### config.mk
export PLATFORM = sky130hd
export DESIGN_NAME = module_arbitro_mux4
export DESIGN_NICKNAME = d
export VERILOG_FILES = /design/src/rtl/module_arbitro_mux4.sv
export SDC_FILE = /design/constraint.sdc
export NUM_CORES = 1
export LEC_CHECK = 0
export ABC_AREA = 1
export CAP_MARGIN = 30
export CORE_ASPECT_RATIO = 0.75
export CORE_MARGIN = 2
export CORE_UTILIZATION = 30
export DETAILED_ROUTE_END_ITERATION = 8
export PLACE_DENSITY = 0.62
export SLEW_MARGIN = 15
export SYNTH_ARGS = -nofsm -noshare
export SYNTH_HDL_FRONTEND = slang
export SYNTH_SLANG_ARGS = --single-unit
### constraint.sdc
create_clock -name clk_i -period 2.1 [get_ports clk_i]
set_clock_uncertainty 0.1 [all_clocks]
set_input_delay 0.42 -clock clk_i [delete_from_list [all_inputs] [get_ports clk_i]]
set_output_delay 0.42 -clock clk_i [all_outputs]
set_load 0.01 [all_outputs]
### src/rtl/module_arbitro_mux4.sv
// Four-requester round-robin arbiter feeding a registered 4-to-1 data mux.
// Each transfer is held in ESPERA until the consumer raises ready_i.
module module_arbitro_mux4 #(
  parameter int BITS = 4
) (
  input  logic            clk_i,
  input  logic            rst_n_i,
  input  logic [3:0]      req_i,
  input  logic [BITS-1:0] dato0_i,
  input  logic [BITS-1:0] dato1_i,
  input  logic [BITS-1:0] dato2_i,
  input  logic [BITS-1:0] dato3_i,
  input  logic            ready_i,
  output logic [3:0]      gnt_o,
  output logic [1:0]      selec_o,
  output logic [BITS-1:0] dato_o,
  output logic            valid_o
);

  typedef enum logic {IDLE = 1'b0, ESPERA = 1'b1} state_t;

  state_t          state_reg, state_next;
  logic [1:0]      ultimo_reg, ultimo_next;
  logic [3:0]      gnt_next;
  logic [1:0]      selec_next;
  logic [BITS-1:0] dato_next;
  logic            valid_next;

  logic [BITS-1:0] dato_arr [4];
  logic [3:0]      req_rot;
  logic [1:0]      hit_off;
  logic [1:0]      winner;
  logic            any_req;

  assign dato_arr[0] = dato0_i;
  assign dato_arr[1] = dato1_i;
  assign dato_arr[2] = dato2_i;
  assign dato_arr[3] = dato3_i;

  // Rotate requests so bit 0 is the requester right after the last served one.
  generate
    for (genvar gi = 0; gi < 4; gi++) begin : g_rot
      localparam logic [1:0] OFS = 2'(gi + 1);
      assign req_rot[gi] = req_i[ultimo_reg + OFS];
    end
  endgenerate

  assign any_req = |req_i;

  always_comb begin
    hit_off = 2'd0;
    for (int j = 3; j >= 0; j--) begin
      if (req_rot[j]) hit_off = 2'(j);
    end
  end

  assign winner = ultimo_reg + hit_off + 2'd1;

  always_ff @(posedge clk_i or negedge rst_n_i) begin
    if (!rst_n_i) begin
      state_reg  <= IDLE;
      ultimo_reg <= 2'd3;
      gnt_o      <= 4'd0;
      selec_o    <= 2'd0;
      dato_o     <= '0;
      valid_o    <= 1'b0;
    end else begin
      state_reg  <= state_next;
      ultimo_reg <= ultimo_next;
      gnt_o      <= gnt_next;
      selec_o    <= selec_next;
      dato_o     <= dato_next;
      valid_o    <= valid_next;
    end
  end

  always_comb begin
    state_next = state_reg;
    case (state_reg)
      IDLE:    if (any_req) state_next = ESPERA;
      ESPERA:  if (ready_i) state_next = IDLE;
      default: state_next = IDLE;
    endcase
  end

  always_comb begin
    gnt_next    = 4'd0;
    selec_next  = selec_o;
    dato_next   = dato_o;
    valid_next  = valid_o;
    ultimo_next = ultimo_reg;
    case (state_reg)
      IDLE: begin
        valid_next = 1'b0;
        if (any_req) begin
          selec_next = winner;
          dato_next  = dato_arr[winner];
          valid_next = 1'b1;
          gnt_next   = 4'b0001 << winner;
        end
      end
      ESPERA: begin
        // Pointer advances only when the transfer actually completes.
        if (ready_i) begin
          valid_next  = 1'b0;
          ultimo_next = selec_o;
        end
      end
      default: valid_next = 1'b0;
    endcase
  end

endmodule
==> summary.md, run 1 <==
| Metric | Value |
|---|---|
| Max IR drop VDD | 0.00107 V |
| Initial antenna violation count | 0 |
| FF+latch count, synth | 14 |
| Pwr Density | 1890 mW/mm^2 |
| CP max stage delay | 580 ps |
| # DRC | 0 |
| Min-Delay Path Depth | 2 |
| Die Ht | 52.6 microns |
| CP Cell Sequence | buf_6, inv_8, nand2_4, nand2_2, nand2_1, nand2_2, a21oi_2, o21bai_2, ha_4, xor2_4, inv_2, nand3_4, nand2_4, nand2_2, nand3_2, nand2_1 |
| Iteration count of the initial detailed-routing pass | 4 |
| I/O pins | 34 |
| Site Rows | 17 |
| GRT Max-Usage Layer | met2 |
| Biggest registers after layout | dato_o x4, gnt_o x4 |
| HP Start | dato_o[1] |
| Clock Latency Late Sink | 240 ps |
| Cts hold-fix bufs | 0 |
| Worst reg2reg path depth | 16 |
| Complex-gate fraction of the synthesized area | 5.42% |
| Leak Pwr | 0.826 nW |
| Fin crit period | 2230 ps |
| Fin cells | 226 |
| Netlist cell types | 29 |
| Worst r2r src | ultimo_reg[0] |
| Wire length per cell | 11.8 microns |
| Largest net degree at the start of global routing | 15 |
| Hold path endpoint | dato_o[1] |
| Mapped Area | 946 sq um |
| Clock sink total | 14 |
| Setup Viol. Count Final | 9 |
| CP Data Arrival Time | 2260 ps |
| Starting Density | 31.8% |
| Synth Area in Simple Gates | 44.2% |
| Clock Tree Root | clkbuf_8 |
| CP max-delay cell | dfstp_2 |
| CP endpoint kind | flip-flop |
| Fin. Hold Viols | 0 |
| Synth Warn # | 0 |
| Most frequent cells in the layout | nand2_1, clkdlybuf4s50_1, buf_4, nand2_2, dfrtp_1 |
| Max Cap Viol | 0 |
| Worst rel slew slack | 58.3% |
| Tcrit/Tclk final | 106% |
| Synthesis-to-layout area growth | 74.6% |
| Startpoint Class | flip-flop |
| Worst slew pin tran | 623 ps |
| Die width | 68.8 microns |
| Met2 Use GR | 29.0% |
| CTS tree | yes |
| Global routing usage on met1 | 21.1% |
| Fin util | 55.5% |
| Crit path max-delay family | simple AND/OR/NAND/NOR gates |
| Data required time of the worst path | 2130 ps |
| Main combinational cell family by area after synthesis | simple AND/OR/NAND/NOR gates |
| WS Path Type | flip-flop to flip-flop |
| Crit path top cell by count | nand2_2 |
| Syn Inst Count | 130 |
| Hold Path Class | flip-flop to flip-flop |
| Failing checks | setup timing |
| Clk slew on worst S/H paths | 60 ps |
| Commonest non-fill, non-tap cell in the layout | nand2_1 |
| Final WL | 2670 microns |
| Sequential share of the synthesized area | 37.3% |
| Post-Synth Adder-Cell Area | 1.32% |
| Global-route wire length before repair | 4390 microns |
| Dpl hpwl | 1850 microns |
| Clock Tree Buf Depth | 2 |
| Fmax | 448 MHz |
| TritonCTS Buffers | 3 |
| Reg-to-reg slack, setup | -130 ps |
| Core outline area | 0.00298 sq mm |
| IO Port Bufs | 33 |
| Die area | 0.00362 sq mm |
| Initial drt markers | 21 |
| Vias in the first global route | 988 |
| Synth Area in XOR/XNOR | 0.926% |
| WP buf/inv | 3 |
| M3 GR Usage | 3.87% |
| Status | finished, violations left |
| DP Cell Count | 211 |
| Final worst slack | -134 ps |
| Net count after synthesis | 154 |
| RR Endpoint | dato_o[1] |
| RSZ-0062 raised after global routing | true |
| Slew Viols, Final | 0 |
| Antenna Nets Post-Route | 0 |
| Inserted Diodes | 0 |
| Max H-tree Level | 1 |
| Grt ovf | 0 |
| Avg Inst Size Synth | 7.28 sq um |
| GRT Util Overall | 16.5% |
| Proportion of layout cells with a drive suffix above 1 | 38.8% |
| Mux share of post-synthesis cell area | 2.12% |
| Crit-path max FO | 6 |
| Drt via density | 4.42 |
| Gp weighted congestion | 0.753 |
| Nets@finish | 213 |
| Total number of vias | 999 |
[kinds of logic (layout without fill, tap and decap cells)]
kind of cell | after synthesis | after routing
simple gates | 88 | 88
flops | 14 | 14
mux | 2 | 2
compound gates | 8 | 8
buf+inv | 16 | 74
fa+ha+maj | 1 | 1
xor+xnor | 1 | 1
[layout make-up]
cell class,instances,area [sq um]
multi-input cells,100,628
repair buffers,57,517
inverters,12,55.1
repair inverters,1,6.26
clock buffers,4,45.0
fillers,270,1330
well taps,38,47.5
flip-flops and latches,14,353
[routing by layer]
metal  wire, microns  up-vias  part of all wire [%]
li1                -      521                     -
met1            1200      453                    45
met2            1340       25                    50
met3             128        0                   4.8
met4               0        0                     0
met5               0        -                     0
[worst max-delay path by stage]
| stage | from | end | slack (ps) | depth (start not counted) |
|---|---|---|---|---|
| 2_1_floorplan | ultimo_reg[1] | dato_o[1] | 3 | 13 |
| 5_1_grt | ultimo_reg[0] | dato_o[1] | -230 | 16 |
| 3_3_place_gp | req_i[2] | dato_o[1] | -450 | 13 |
| 6_report | ultimo_reg[0] | dato_o[1] | -130 | 16 |
| 3_5_place_dp | req_i[2] | dato_o[1] | -460 | 16 |
| 4_1_cts | ultimo_reg[0] | dato_o[1] | -90 | 16 |
[cell usage after synthesis]
| cell | n | area, sq um |
|---|---|---|
| o21ai_0 | 2 | 10.0 |
| nand2_4 | 2 | 22.5 |
| inv_1 | 9 | 33.8 |
| a21oi_1 | 2 | 10.0 |
| mux2i_1 | 2 | 20.0 |
| buf_4 | 1 | 7.51 |
| dfstp_2 | 2 | 52.6 |
| nor2_2 | 1 | 6.26 |
| inv_8 | 1 | 11.3 |
| nand4_1 | 3 | 18.8 |
| o21bai_1 | 1 | 7.51 |
| xor2_1 | 1 | 8.76 |
| nor4_1 | 1 | 6.26 |
| buf_6 | 1 | 11.3 |
| nor2_4 | 1 | 11.3 |
| nand2_2 | 11 | 68.8 |
| nand3_1 | 10 | 50.1 |
| nor2_1 | 4 | 15.0 |
| inv_2 | 1 | 3.75 |
| o21ai_2 | 1 | 8.76 |
| nand3_2 | 1 | 10.0 |
| o21a_1 | 2 | 15.0 |
| ha_1 | 1 | 12.5 |
| nor3_2 | 1 | 10.0 |
| buf_1 | 1 | 3.75 |
| dfrtp_1 | 12 | 300 |
| buf_2 | 1 | 5.00 |
| inv_4 | 1 | 6.26 |
| nand2_1 | 53 | 199 |
[power breakdown]
group          total (mW)  internal (mW)  switching [mW]
Sequential          0.486          0.403          0.0830
Combinational        2.41           1.13            1.28
Clock               0.220          0.134          0.0864
Total                3.12           1.67            1.45
[metrics by stage]
step	setup WS [ps]	area, sq um	hold WS [ps]	total power, mW	setup TNS [ps]
after detailed placement	-457	1410	373	2.31	-3810
after floorplan	3.11	957	24.4	1.71	0
final	-134	1650	379	3.12	-952
after global routing	-232	1650	416	3.36	-1830
after CTS	-86.1	1620	388	3.01	-438
after global placement	-447	1410	362	2.28	-3570
[worst register-to-register path: stages, from the launching register on]
cell,delay (ps)
dfstp_2,580
buf_6,130
inv_8,40
nand2_4,50
nand2_2,50
nand2_1,60
nand2_2,70
a21oi_2,140
o21bai_2,100
ha_4,180
xor2_4,160
inv_2,70
nand3_4,90
nand2_4,120
nand2_2,60
nand3_2,60
nand2_1,50
[what timing repair did]
action                     in CTS  in global routing
setup endpoints to repair       9                  9
gates resized for setup        30                  7
setup buffers                   9                  1
cloned                          1                  0
pin swaps                       5                  2
Note: power is estimated with default switching activity, not from simulation.
==> inputs of run 2 (changes only) <==
--- a/config.mk
+++ b/config.mk
@@ -8,7 +8,7 @@
 export ABC_AREA = 1
 export CAP_MARGIN = 30
 export CORE_ASPECT_RATIO = 0.75
-export CORE_MARGIN = 2
+export CORE_MARGIN = 8
 export CORE_UTILIZATION = 30
 export DETAILED_ROUTE_END_ITERATION = 8
 export PLACE_DENSITY = 0.62
==> summary.md, run 2 (synthesis results as in run 1) <==
| Metric | Value |
|---|---|
| CP endpoint kind | flip-flop (unchanged) |
| Max IR drop VDD | 0.000832 V (was 0.00107 V) |
| Proportion of layout cells with a drive suffix above 1 | 42.7% (was 38.8%) |
| # DRC | 0 (unchanged) |
| Slew Viols, Final | 0 (unchanged) |
| GRT Util Overall | 10.5% (was 16.5%) |
| IO Port Bufs | 33 (unchanged) |
| I/O pins | 34 (unchanged) |
| Sw frac | 47.1% (was 46.6%) |
| Die area | 0.00522 sq mm (was 0.00362 sq mm) |
| Crit-path max FO | 6 (unchanged) |
| Cts hold-fix bufs | 0 (unchanged) |
| CP max stage delay | 550 ps (was 580 ps) |
| Inserted Diodes | 0 (unchanged) |
| Global-route wire length before repair | 4410 microns (was 4390 microns) |
| Max H-tree Level | 1 (unchanged) |
| Clock share of power | 7.9% (was 7.1%) |
| Starting Density | 31.8% (unchanged) |
| Clock Latency Late Sink | 240 ps (about the same) |
| Antenna Nets Post-Route | 0 (unchanged) |
| CP Data Arrival Time | 2240 ps (was 2260 ps) |
| CP Cell Sequence | buf_12, nand2_1, nand2_4, nand2_4, a21oi_2, o21bai_4, ha_4, xor2_4, inv_2, nand3_4, nand2_8, inv_6, nand2_4, o21ai_2 (was buf_6, inv_8, nand2_4, nand2_2, nand2_1, nand2_2, a21oi_2, o21bai_2, ha_4, xor2_4, inv_2, nand3_4, nand2_4, nand2_2, nand3_2, nand2_1) |
| CTS tree | yes (unchanged) |
| Final WL | 2930 microns (was 2670 microns) |
| Site Rows | 17 (unchanged) |
| Clock Tree Root | clkbuf_8 (unchanged) |
| Data required time of the worst path | 2140 ps (was 2130 ps) |
| Max Cap Viol | 0 (unchanged) |
| Gp weighted congestion | 0.799 (was 0.753) |
| DP Cell Count | 210 (was 211) |
| NetSw | 1.55 mW (was 1.45 mW) |
| Initial drt markers | 15 (was 21) |
| Commonest non-fill, non-tap cell in the layout | nand2_1 (unchanged) |
| Final hold slack | 403 ps (was 379 ps) |
| Design Power | 3.30 mW (was 3.12 mW) |
| Fin util | 58.1% (was 55.5%) |
| Drt via density | 4.58 (was 4.42) |
| P_int | 1.75 mW (was 1.67 mW) |
| TritonCTS Buffers | 3 (unchanged) |
| Failing checks | setup timing (unchanged) |
| Die Ht | 64.6 microns (was 52.6 microns) |
| Setup TNS Final | -744 ps (was -952 ps) |
| Leak Pwr | 0.863 nW (was 0.826 nW) |
| Nets@finish | 210 (was 213) |
| Biggest registers after layout | dato_o x4, gnt_o x4 (unchanged) |
| Worst rel slew slack | 58.8% (was 58.3%) |
| Die width | 80.8 microns (was 68.8 microns) |
| Clock sink total | 14 (unchanged) |
| Core outline area | 0.00298 sq mm (unchanged) |
| Vias in the first global route | 992 (was 988) |
| WP buf/inv | 3 (unchanged) |
| Fin cells | 223 (was 226) |
| Tcrit/Tclk final | 105% (was 106%) |
| Dpl hpwl | 2060 microns (was 1850 microns) |
| RSZ-0062 raised after global routing | true (unchanged) |
| Synthesis-to-layout area growth | 82.8% (was 74.6%) |
| Clk slew on worst S/H paths | 60 ps (about the same) |
| Wire length per cell | 13.1 microns (was 11.8 microns) |
| Crit path top cell by count | nand2_4 (was nand2_2) |
| Fin. Hold Viols | 0 (unchanged) |
| Startpoint Class | flip-flop (unchanged) |
| Clock Tree Buf Depth | 2 (unchanged) |
| DP Worst Slack | -437 ps (was -457 ps) |
| Pwr Density | 1910 mW/mm^2 (was 1890 mW/mm^2) |
| Crit path max-delay family | flip-flops (was simple AND/OR/NAND/NOR gates) |
| CP max-delay cell | dfstp_2 (unchanged) |
| WS Path Type | flip-flop to flip-flop (unchanged) |
| Most frequent cells in the layout | nand2_1, clkdlybuf4s50_1, buf_4, nand2_2 (was nand2_1, clkdlybuf4s50_1, buf_4, nand2_2, dfrtp_1) |
| Grt ovf | 0 (unchanged) |
| Status | finished, violations left (unchanged) |
| Setup Viol. Count Final | 9 (unchanged) |
| Sequential Power Share | 14.6% (was 15.6%) |
| Final worst slack | -107 ps (was -134 ps) |
| Worst slew pin tran | 616 ps (was 623 ps) |
| DP Area | 0.00140 sq mm (was 0.00141 sq mm) |
| Initial antenna violation count | 0 (unchanged) |
| Fin crit period | 2210 ps (was 2230 ps) |
| Finished layout cell area | 0.00173 sq mm (was 0.00165 sq mm) |
| Total number of vias | 1021 (was 999) |
| Comb power frac | 77.5% (was 77.4%) |
| Iteration count of the initial detailed-routing pass | 2 (was 4) |
| Hold Path Class | flip-flop to flip-flop (unchanged) |
| Largest net degree at the start of global routing | 15 (unchanged) |
| Fmax | 453 MHz (was 448 MHz) |
-- run 2: cell count changes in the layout (fill, tap and decap cells not counted), moves of 2 or more --
cell     change
buf_4        -3
buf_6        -2
inv_4        -2
inv_6        +2
nand2_1      -5
nand2_2      -3
nand2_4      +7
nand3_1      -3
nand3_2      +3
-- run 2: power groups by stage --
stage	logic, mW	clock network [mW]	registers, mW
floorplan	1.22	0	0.492
detailed placement	1.81	0	0.504
finish	2.56	0.260	0.483
CTS	2.08	0.269	0.481
global placement	1.78	0	0.504
global route	2.79	0.281	0.497
-- run 2: worst paths after layout --
kind                                from    endpoint  slack [ps]  cells after the start
max                        ultimo_reg[0]  selec_o[1]        -110                     14
min                            dato_o[1]   dato_o[1]         400                      2
max reg2reg                ultimo_reg[0]  selec_o[1]        -110                     14
min reg2reg                    dato_o[1]   dato_o[1]         400                      2
max in group asynchronous        rst_n_i     valid_o        1040                      1
min in group asynchronous        rst_n_i  selec_o[1]         460                      1
-- run 2: area by class of cell --
type	count	area (sq um)
timing repair buffer	54	497
tap	38	47.5
fill	280	1250
clock buffer	4	55.1
timing repair inverter	1	8.76
multi-input combinational	100	706
sequential	14	353
inverter	12	62.6
-- run 2: timing repair --
action                     4_1_cts  5_1_grt
buffers inserted                 6        2
setup endpoints to repair       10       10
resized for setup               15       38
gates cloned                     0        1
pin swaps                        3       12
-- run 2: per-layer routing --
layer,share of wire [%],track usage (%),vias up
li1,-,-,519
met1,43,12.7,469
met2,49,16.5,29
met3,7.1,4.82,4
met4,0.99,2.67,0
met5,0,0,-
-- run 2: worst reg2reg max path, stage by stage, from the launching register on --
cell and delay [ps]:
dfstp_2 550, buf_12 150, nand2_1 90, nand2_4 90
nand2_4 50, a21oi_2 170, o21bai_4 90, ha_4 180
xor2_4 160, inv_2 70, nand3_4 110, nand2_8 120
inv_6 50, nand2_4 60, o21ai_2 50
